## config.mk

```make
export PLATFORM = sky130hd
export DESIGN_NAME = instr_realigner
export DESIGN_NICKNAME = d
export VERILOG_FILES = /design/src/rtl/instr_realigner.sv
export SDC_FILE = /design/constraint.sdc
export NUM_CORES = 1
export LEC_CHECK = 0
export ABC_AREA = 1
export BUFFER_PORTS_ARGS = -buffer_cell sky130_fd_sc_hd__buf_2
export CAP_MARGIN = 20
export CORE_MARGIN = 5
export CORE_UTILIZATION = 40
export DETAILED_ROUTE_END_ITERATION = 12
export GPL_ROUTABILITY_DRIVEN = 0
export PLACE_DENSITY = 0.67
export SYNTH_ARGS = -nofsm -noshare
export SYNTH_HDL_FRONTEND = slang
export SYNTH_SLANG_ARGS = --single-unit
```

## constraint.sdc

```tcl
create_clock -name clk_i -period 2.7 [get_ports clk_i]
set_input_delay 0.135 -clock clk_i [delete_from_list [all_inputs] [get_ports clk_i]]
set_output_delay 0.135 -clock clk_i [all_outputs]
set_load 0.005 [all_outputs]
```

## src/rtl/instr_realigner.sv

```systemverilog
// Fetch-path instruction realigner: splits a fetch block into 16/32-bit RISC-V
// instructions and carries the lower half of a block-straddling 32-bit
// instruction over to the next fetch.
module instr_realigner #(
  parameter int unsigned FETCH_WIDTH     = 32,
  parameter int unsigned INSTR_PER_FETCH = FETCH_WIDTH / 16,
  parameter int unsigned VLEN            = 64
) (
  input  logic                                       clk_i,
  input  logic                                       rst_i,
  input  logic                                       flush_i,
  input  logic                                       valid_i,
  output logic                                       serving_unaligned_o,
  input  logic [VLEN-1:0]                            address_i,
  input  logic [FETCH_WIDTH-1:0]                     data_i,
  output logic [INSTR_PER_FETCH-1:0]                 valid_o,
  output logic [INSTR_PER_FETCH-1:0][VLEN-1:0]       addr_o,
  output logic [INSTR_PER_FETCH-1:0][31:0]           instr_o
);

  // Halfword offset of address_i inside the fetch block.
  localparam int unsigned OFF_HI = $clog2(FETCH_WIDTH / 8) - 1;
  localparam int unsigned CNT_W  = $clog2(INSTR_PER_FETCH) + 1;

  logic            unaligned_q, unaligned_d;
  logic [15:0]     saved_instr_q, saved_instr_d;
  logic [VLEN-1:0] saved_addr_q, saved_addr_d;

  logic [CNT_W-1:0] avail;
  logic             upper_half;
  logic [15:0]      hw;

  assign serving_unaligned_o = unaligned_q;
  assign avail = CNT_W'(INSTR_PER_FETCH) - CNT_W'(address_i[OFF_HI:1]);

  // Parse halfwords left to right, emitting one instruction per start slot.
  always_comb begin
    unaligned_d   = 1'b0;
    saved_instr_d = saved_instr_q;
    saved_addr_d  = saved_addr_q;
    upper_half    = 1'b0;
    hw            = 16'h0;
    for (int k = 0; k < int'(INSTR_PER_FETCH); k++) begin
      valid_o[k] = 1'b0;
      instr_o[k] = 32'h0;
      addr_o[k]  = address_i + VLEN'(2 * k);
    end
    for (int k = 0; k < int'(INSTR_PER_FETCH); k++) begin
      hw = data_i[16*k +: 16];
      if (CNT_W'(k) < avail) begin
        if (k == 0 && unaligned_q) begin
          valid_o[0] = 1'b1;
          instr_o[0] = {hw, saved_instr_q};
          addr_o[0]  = saved_addr_q;
        end else if (upper_half) begin
          upper_half = 1'b0;
        end else if (hw[1:0] != 2'b11) begin
          valid_o[k] = 1'b1;
          instr_o[k] = {16'h0, hw};
        end else if (CNT_W'(k + 1) < avail) begin
          valid_o[k] = 1'b1;
          instr_o[k] = {data_i[16*(k+1) +: 16], hw};
          upper_half = 1'b1;
        end else begin
          unaligned_d   = 1'b1;
          saved_instr_d = hw;
          saved_addr_d  = address_i + VLEN'(2 * k);
        end
      end
    end
    valid_o = valid_o & {INSTR_PER_FETCH{valid_i}};
  end

  // Carried-halfword state; flush drops it, idle cycles hold it.
  always_ff @(posedge clk_i or posedge rst_i) begin
    if (rst_i) begin
      unaligned_q   <= 1'b0;
      saved_instr_q <= 16'h0;
      saved_addr_q  <= '0;
    end else if (flush_i) begin
      unaligned_q <= 1'b0;
    end else if (valid_i) begin
      unaligned_q <= unaligned_d;
      if (unaligned_d) begin
        saved_instr_q <= saved_instr_d;
        saved_addr_q  <= saved_addr_d;
      end
    end
  end

endmodule

```

Word-level counts from Yosys, hierarchy flattened

Index checks and enable logic that the tools add are counted.

Register bits: 81
Input bits: 100
Output and inout bits: 195
Word-level logic and storage cells: 61

$add $sub $neg: 2
Order comparisons: 3
Equal/unequal tests: 2
Multiplexer cells: 47
Bitwise operators: 2
Reductions and logical operators: 2

Operators by type and width:

| cell                  | count |
|---|---|
| $mux 64               | 10 |
| $mux 32               | 8 |
| $mux 16               | 8 |
| $add 64x2->64 const B | 1 |
| $mux 1                | 21 |
| $lt 1x2->1 const A    | 2 |
| $ne 2x2->1 const B    | 2 |
| $reduce_and 3->1      | 1 |
| $and 2x2->2           | 1 |
| $lt 2x2->1 const A    | 1 |
| $reduce_bool 2->1     | 1 |
| $sub 2x1->2 const A   | 1 |
| $not 1->1             | 1 |

Logic depth before layout (Yosys ltp)

Word-level depth: 12
Mapped depth: 12
Gate-level depth less buffers: 11

Worst setup path before layout

Ideal clock, no wire load.

Kind: register -> register
From: register unaligned_q (netlist: serving_unaligned_o)
To: register saved_addr_q[2]
Library setup time: 0.135 ns
Arrival time: 1.484 ns
Data required time: 2.565 ns
Setup slack: 1.080 ns
Cell stages (with the launch flop): 10
Buffers on the path: 2
Period minus slack after synthesis: 1.620 ns
Cells stage by stage: dfrtp_1 -> clkbuf_2 -> inv_2 -> nand2_2 -> nand2_1 -> a21oi_2 -> nor2_4 -> inv_2 -> clkbuf_1 -> o21ai_0

Longest elaborated chain between the ends: 7
Elaborated cells on any way between the ends: 15
Classes of those cells: 14 x mux; 1 x reduce/logical

Ends and longest elaborated chain:

| item                       | RTL line | text |
|---|---|---|
| start: declaration         | 25       | `logic unaligned_q, unaligned_d;` |
| start signal: assignment   | 83       | `unaligned_q <= unaligned_d;` |
| $mux 1                     | 51       | `if (k == 0 && unaligned_q) begin` |
| $mux 1                     | 50       | `if (CNT_W'(k) < avail) begin` |
| $mux 1                     | 60       | `end else if (CNT_W'(k + 1) < avail) begin` |
| $mux 1                     | 57       | `end else if (hw[1:0] != 2'b11) begin` |
| $mux 1                     | 55       | `end else if (upper_half) begin` |
| $mux 1                     | 50       |  |
| $reduce_and 3->1 (no line) | --       |  |
| end signal: assignment     | 86       | `saved_addr_q <= saved_addr_d;` |
| end: declaration           | 27       | `logic [VLEN-1:0] saved_addr_q, saved_addr_d;` |

Parallel ways exist; a longest one is shown, timed or not.
A chain may end at the register's enable or synchronous reset.

Worst setup path in the final report

From: register unaligned_q (netlist: serving_unaligned_o)
To: register unaligned_q (netlist: serving_unaligned_o)

Longest elaborated chain between the ends: 8
Elaborated cells on any way between the ends: 10
Classes of those cells: 10 x mux

Ends and longest elaborated chain:

| item     | RTL line | text |
|---|---|---|
| $mux 1   | 51       |  |
| $mux 1   | 50       |  |
| $mux 1   | 60       |  |
| $mux 1   | 57       |  |
| $mux 1   | 55       |  |
| $mux 1 * | 50       |  |
| $mux 1 * | 82       | `end else if (valid_i) begin` |
| $mux 1 * | 80       | `end else if (flush_i) begin` |

Every way passes the cells marked *; elsewhere a longest branch is shown, timed or not. The select of a mux whose other input is x is not followed.

==> metrics.txt <==
status=complete, no violations; port bufs=278; final hold vios=0; sequential area share after synthesis=a little over a quarter; drt drc=0; switch share=35.24%; final setup violating endpoints=0; count of yosys warnings during synthesis=0; Max transition margin=around 50%; Clock Sinks=81; Avg Inst Size Synth=~5.6 um^2; VDD IR max=about 0.00028 V; CTS buffer count=9; Detailed Routing Iterations Pass 1=8; FF-to-FF Start=serving_unaligned_o$_DFFE_PP0P_; Die Height=~150 um; most instantiated cells after synthesis=nand2_1 (536), inv_1 (179), nor2_1 (160), o21ai_0 (102), dfrtp_1 (81); RSZ-0062 raised after global routing=no; Congestion Overflow GR=0; Yosys top cell by area=dfrtp_1; cell count after synthesis=1383; Top Family by Delay on Critical Path=buffers and inverters; WS Path Type=reg2reg; clock share of power=between 30% and 40%; achievable clock frequency=roughly 400 MHz; Combinational Power Share=between 20% and 30%; P_sw=between 0.001 and 0.0015 W; Cell Rows=51; Lkg Pwr=between 5 and 6 nW; IO Pins=between 200 and 300; Yosys cell types=35; WP data required=slightly below 3 ns; post-route ant nets=0; area of the multi-input gates=approximately 4700 um^2; hold path endpoint=saved_addr_q[0]$_DFFE_PP0P_; FF-to-FF End=serving_unaligned_o$_DFFE_PP0P_; Reg power frac=approximately 40%; die area=around 22000 um^2; Yosys top cell area share=a little over a quarter; share of flip-flops with an asynchronous set or reset=between 90% and 100%; postcts setup bufs=0; clock skew=between 0.004 and 0.005 ns; root buf cell=clkbuf_16; dpl hpwl=25660 um; crit-path max cell delay=roughly 0.56 ns; post-route cell area=between 9000 and 10000 um^2; Starting DRT DRC Count=roughly 1000; cell-internal power=approximately 0.0027 W; max cap viols=0; Hold Path Depth=3; vias in the first global route=8905; H-tree levels=3; crit path launch type=flop; nets=about 1700; largest net degree at the start of global routing=~150; core area=roughly 19000 um^2; Sequential Area=between 2000 and 2500 um^2; ys flop type=dfrtp_1; share of cells above drive strength 1=19.67%; most frequent cell after synthesis=nand2_1; Arr. time, crit path=2.75 ns; reg2reg setup slack=approximately 0.19 ns; Vias=between 9000 and 10000; PwrDens=~430 nW/um^2; fin. max-slew vios=0; kind of end point of the critical path=flop; Total GRT Usage=28.15%; Hold Crit Start=address_i[0]; period utilization=roughly 93%; Worst Tran Pin Value=between 0.7 and 0.8 ns; Clk Latency, worst-skew pair=approximately 0.35 ns; Yosys reg bits=81; Tmin final=between 2 and 3 ns; Area growth, synth to finish=24.31%; clk slew on worst S/H paths=approximately 0.060 ns; post-route setup TNS=0 ns; Synth area leaders=dfrtp_1 (26%), nand2_1 (26%), inv_1 (8.7%); clock tree buffer depth=2; first-pass GRT wire length=roughly 50000 um; CTS tree=done; Wirelength per Cell=17.43 um; worst path bufs/invs=4; Starting Density=~40%; hold_ws=0.06854 ns; Post-Syn Area=7746 um^2; Max FO, Critical Path=a little over 50; die width=between 100 and 150 um; Post-synth EDFFs=0; R2R depth=9; crit path cell chain=inv_2, nand2_2, nand2_1, a21oi_2, nor2_4, inv_2, buf_16, o31ai_1, dlygate4sd3_1; most used cell, CP=inv_2; slowest library cell on the worst path=dlygate4sd3_1; Post-Route WL=between 30000 and 40000 um; routed vias/inst=5.258; Worst Hold Class=in2reg; antenna violations before repair=2; dpl cell area=around 9000 um^2; Layout fillers=2179
## repair_timing
item | 4_1_cts | 5_1_grt
gates resized for setup | 0 | 1
setup endpoints to repair | 0 | 1
hold buffers | 3 | 0
hold endpoints to repair | 37 | 0
## flip-flops by register name (all words and copies together) (netlist names)
signal,flops
saved_addr_q,64
saved_instr_q,16
serving_unaligned_o,1
## layout make-up
class	count	area share (%)
Timing Repair Buffer	292	16.40
Clock buffer	11	2.417
Clock inverter	5	0.5847
Multi-Input combinational cell	1059	48.80
Antenna cell	2	0.05198
Tap cell	265	3.443
Inverter	184	7.212
Sequential cell	81	21.09
## worst max-delay path by stage
stage / startpoint / slack [ns] / endpoint / depth (start not counted)
4_1_cts: serving_unaligned_o$_DFFE_PP0P_ / 0.07 / serving_unaligned_o$_DFFE_PP0P_ / 9
3_3_place_gp: address_i[1] / 0.42 / addr_o[103] / 10
2_1_floorplan: rst_i / 0.48 / saved_addr_q[0]$_DFFE_PP0P_ / 1
5_1_grt: serving_unaligned_o$_DFFE_PP0P_ / 0.06 / serving_unaligned_o$_DFFE_PP0P_ / 9
6_report: serving_unaligned_o$_DFFE_PP0P_ / 0.19 / serving_unaligned_o$_DFFE_PP0P_ / 9
3_5_place_dp: address_i[1] / 0.38 / addr_o[103] / 10
## routing by layer
layer  part of all wire (%)  track usage (%)  up-vias
met1                     41            38.28     4544
met2                     46            45.80      576
li1                       -                -     4801
met4                    2.9            9.703        0
met5                      0                0        -
met3                    9.7            4.193       63
## power by group through the flow
stage          Clock (W)  Combinational (W)  Sequential (W)
2_1_floorplan          0           0.000746         0.00162
3_3_place_gp           0            0.00120         0.00164
3_5_place_dp           0            0.00122         0.00165
4_1_cts          0.00128            0.00123         0.00163
5_1_grt          0.00133            0.00140         0.00167
6_report         0.00126            0.00124         0.00164
## worst register-to-register path, stage by stage (launching register included)
cell	delay, ns
dfrtp_4	0.43
inv_2	0.10
nand2_2	0.33
nand2_1	0.17
a21oi_2	0.21
nor2_4	0.05
inv_2	0.18
buf_16	0.26
o31ai_1	0.11
dlygate4sd3_1	0.56
## layout by cell type, fill, tap and decap left out, drive strengths merged, types with 15 or more instances in the layout
cell type,Yosys,routed
nand2,541,541
buf,37,288
inv,183,182
nor2,165,165
o21ai,132,132
dfrtp,81,81
nand3,76,76
a21oi,23,23
xor2,22,22
o211ai,16,16
o22ai,16,16
conb,1,16
o31ai,15,15
## stage by stage
step	util [%]	setup slack (ns)	power, W	std cells
2_1_floorplan	-	0.4849	0.002362	1398
3_3_place_gp	48.12	0.4243	0.002847	1877
3_5_place_dp	48.12	0.3812	0.002875	1877
4_1_cts	49.77	0.06736	0.004141	1896
5_1_grt	49.97	0.05607	0.004399	1899
6_report	49.97	0.1871	0.004141	1899
## cells by family after synthesis
group,Yosys count,share of synthesized area [%]
compound gates,218,15.88
xor+xnor,22,2.487
fa+ha+maj,1,0.1615
buf+inv,258,13.89
flops,81,26.17
other cells,1,0.04841
simple gates,802,41.37
(Power assumes the default switching activity.)
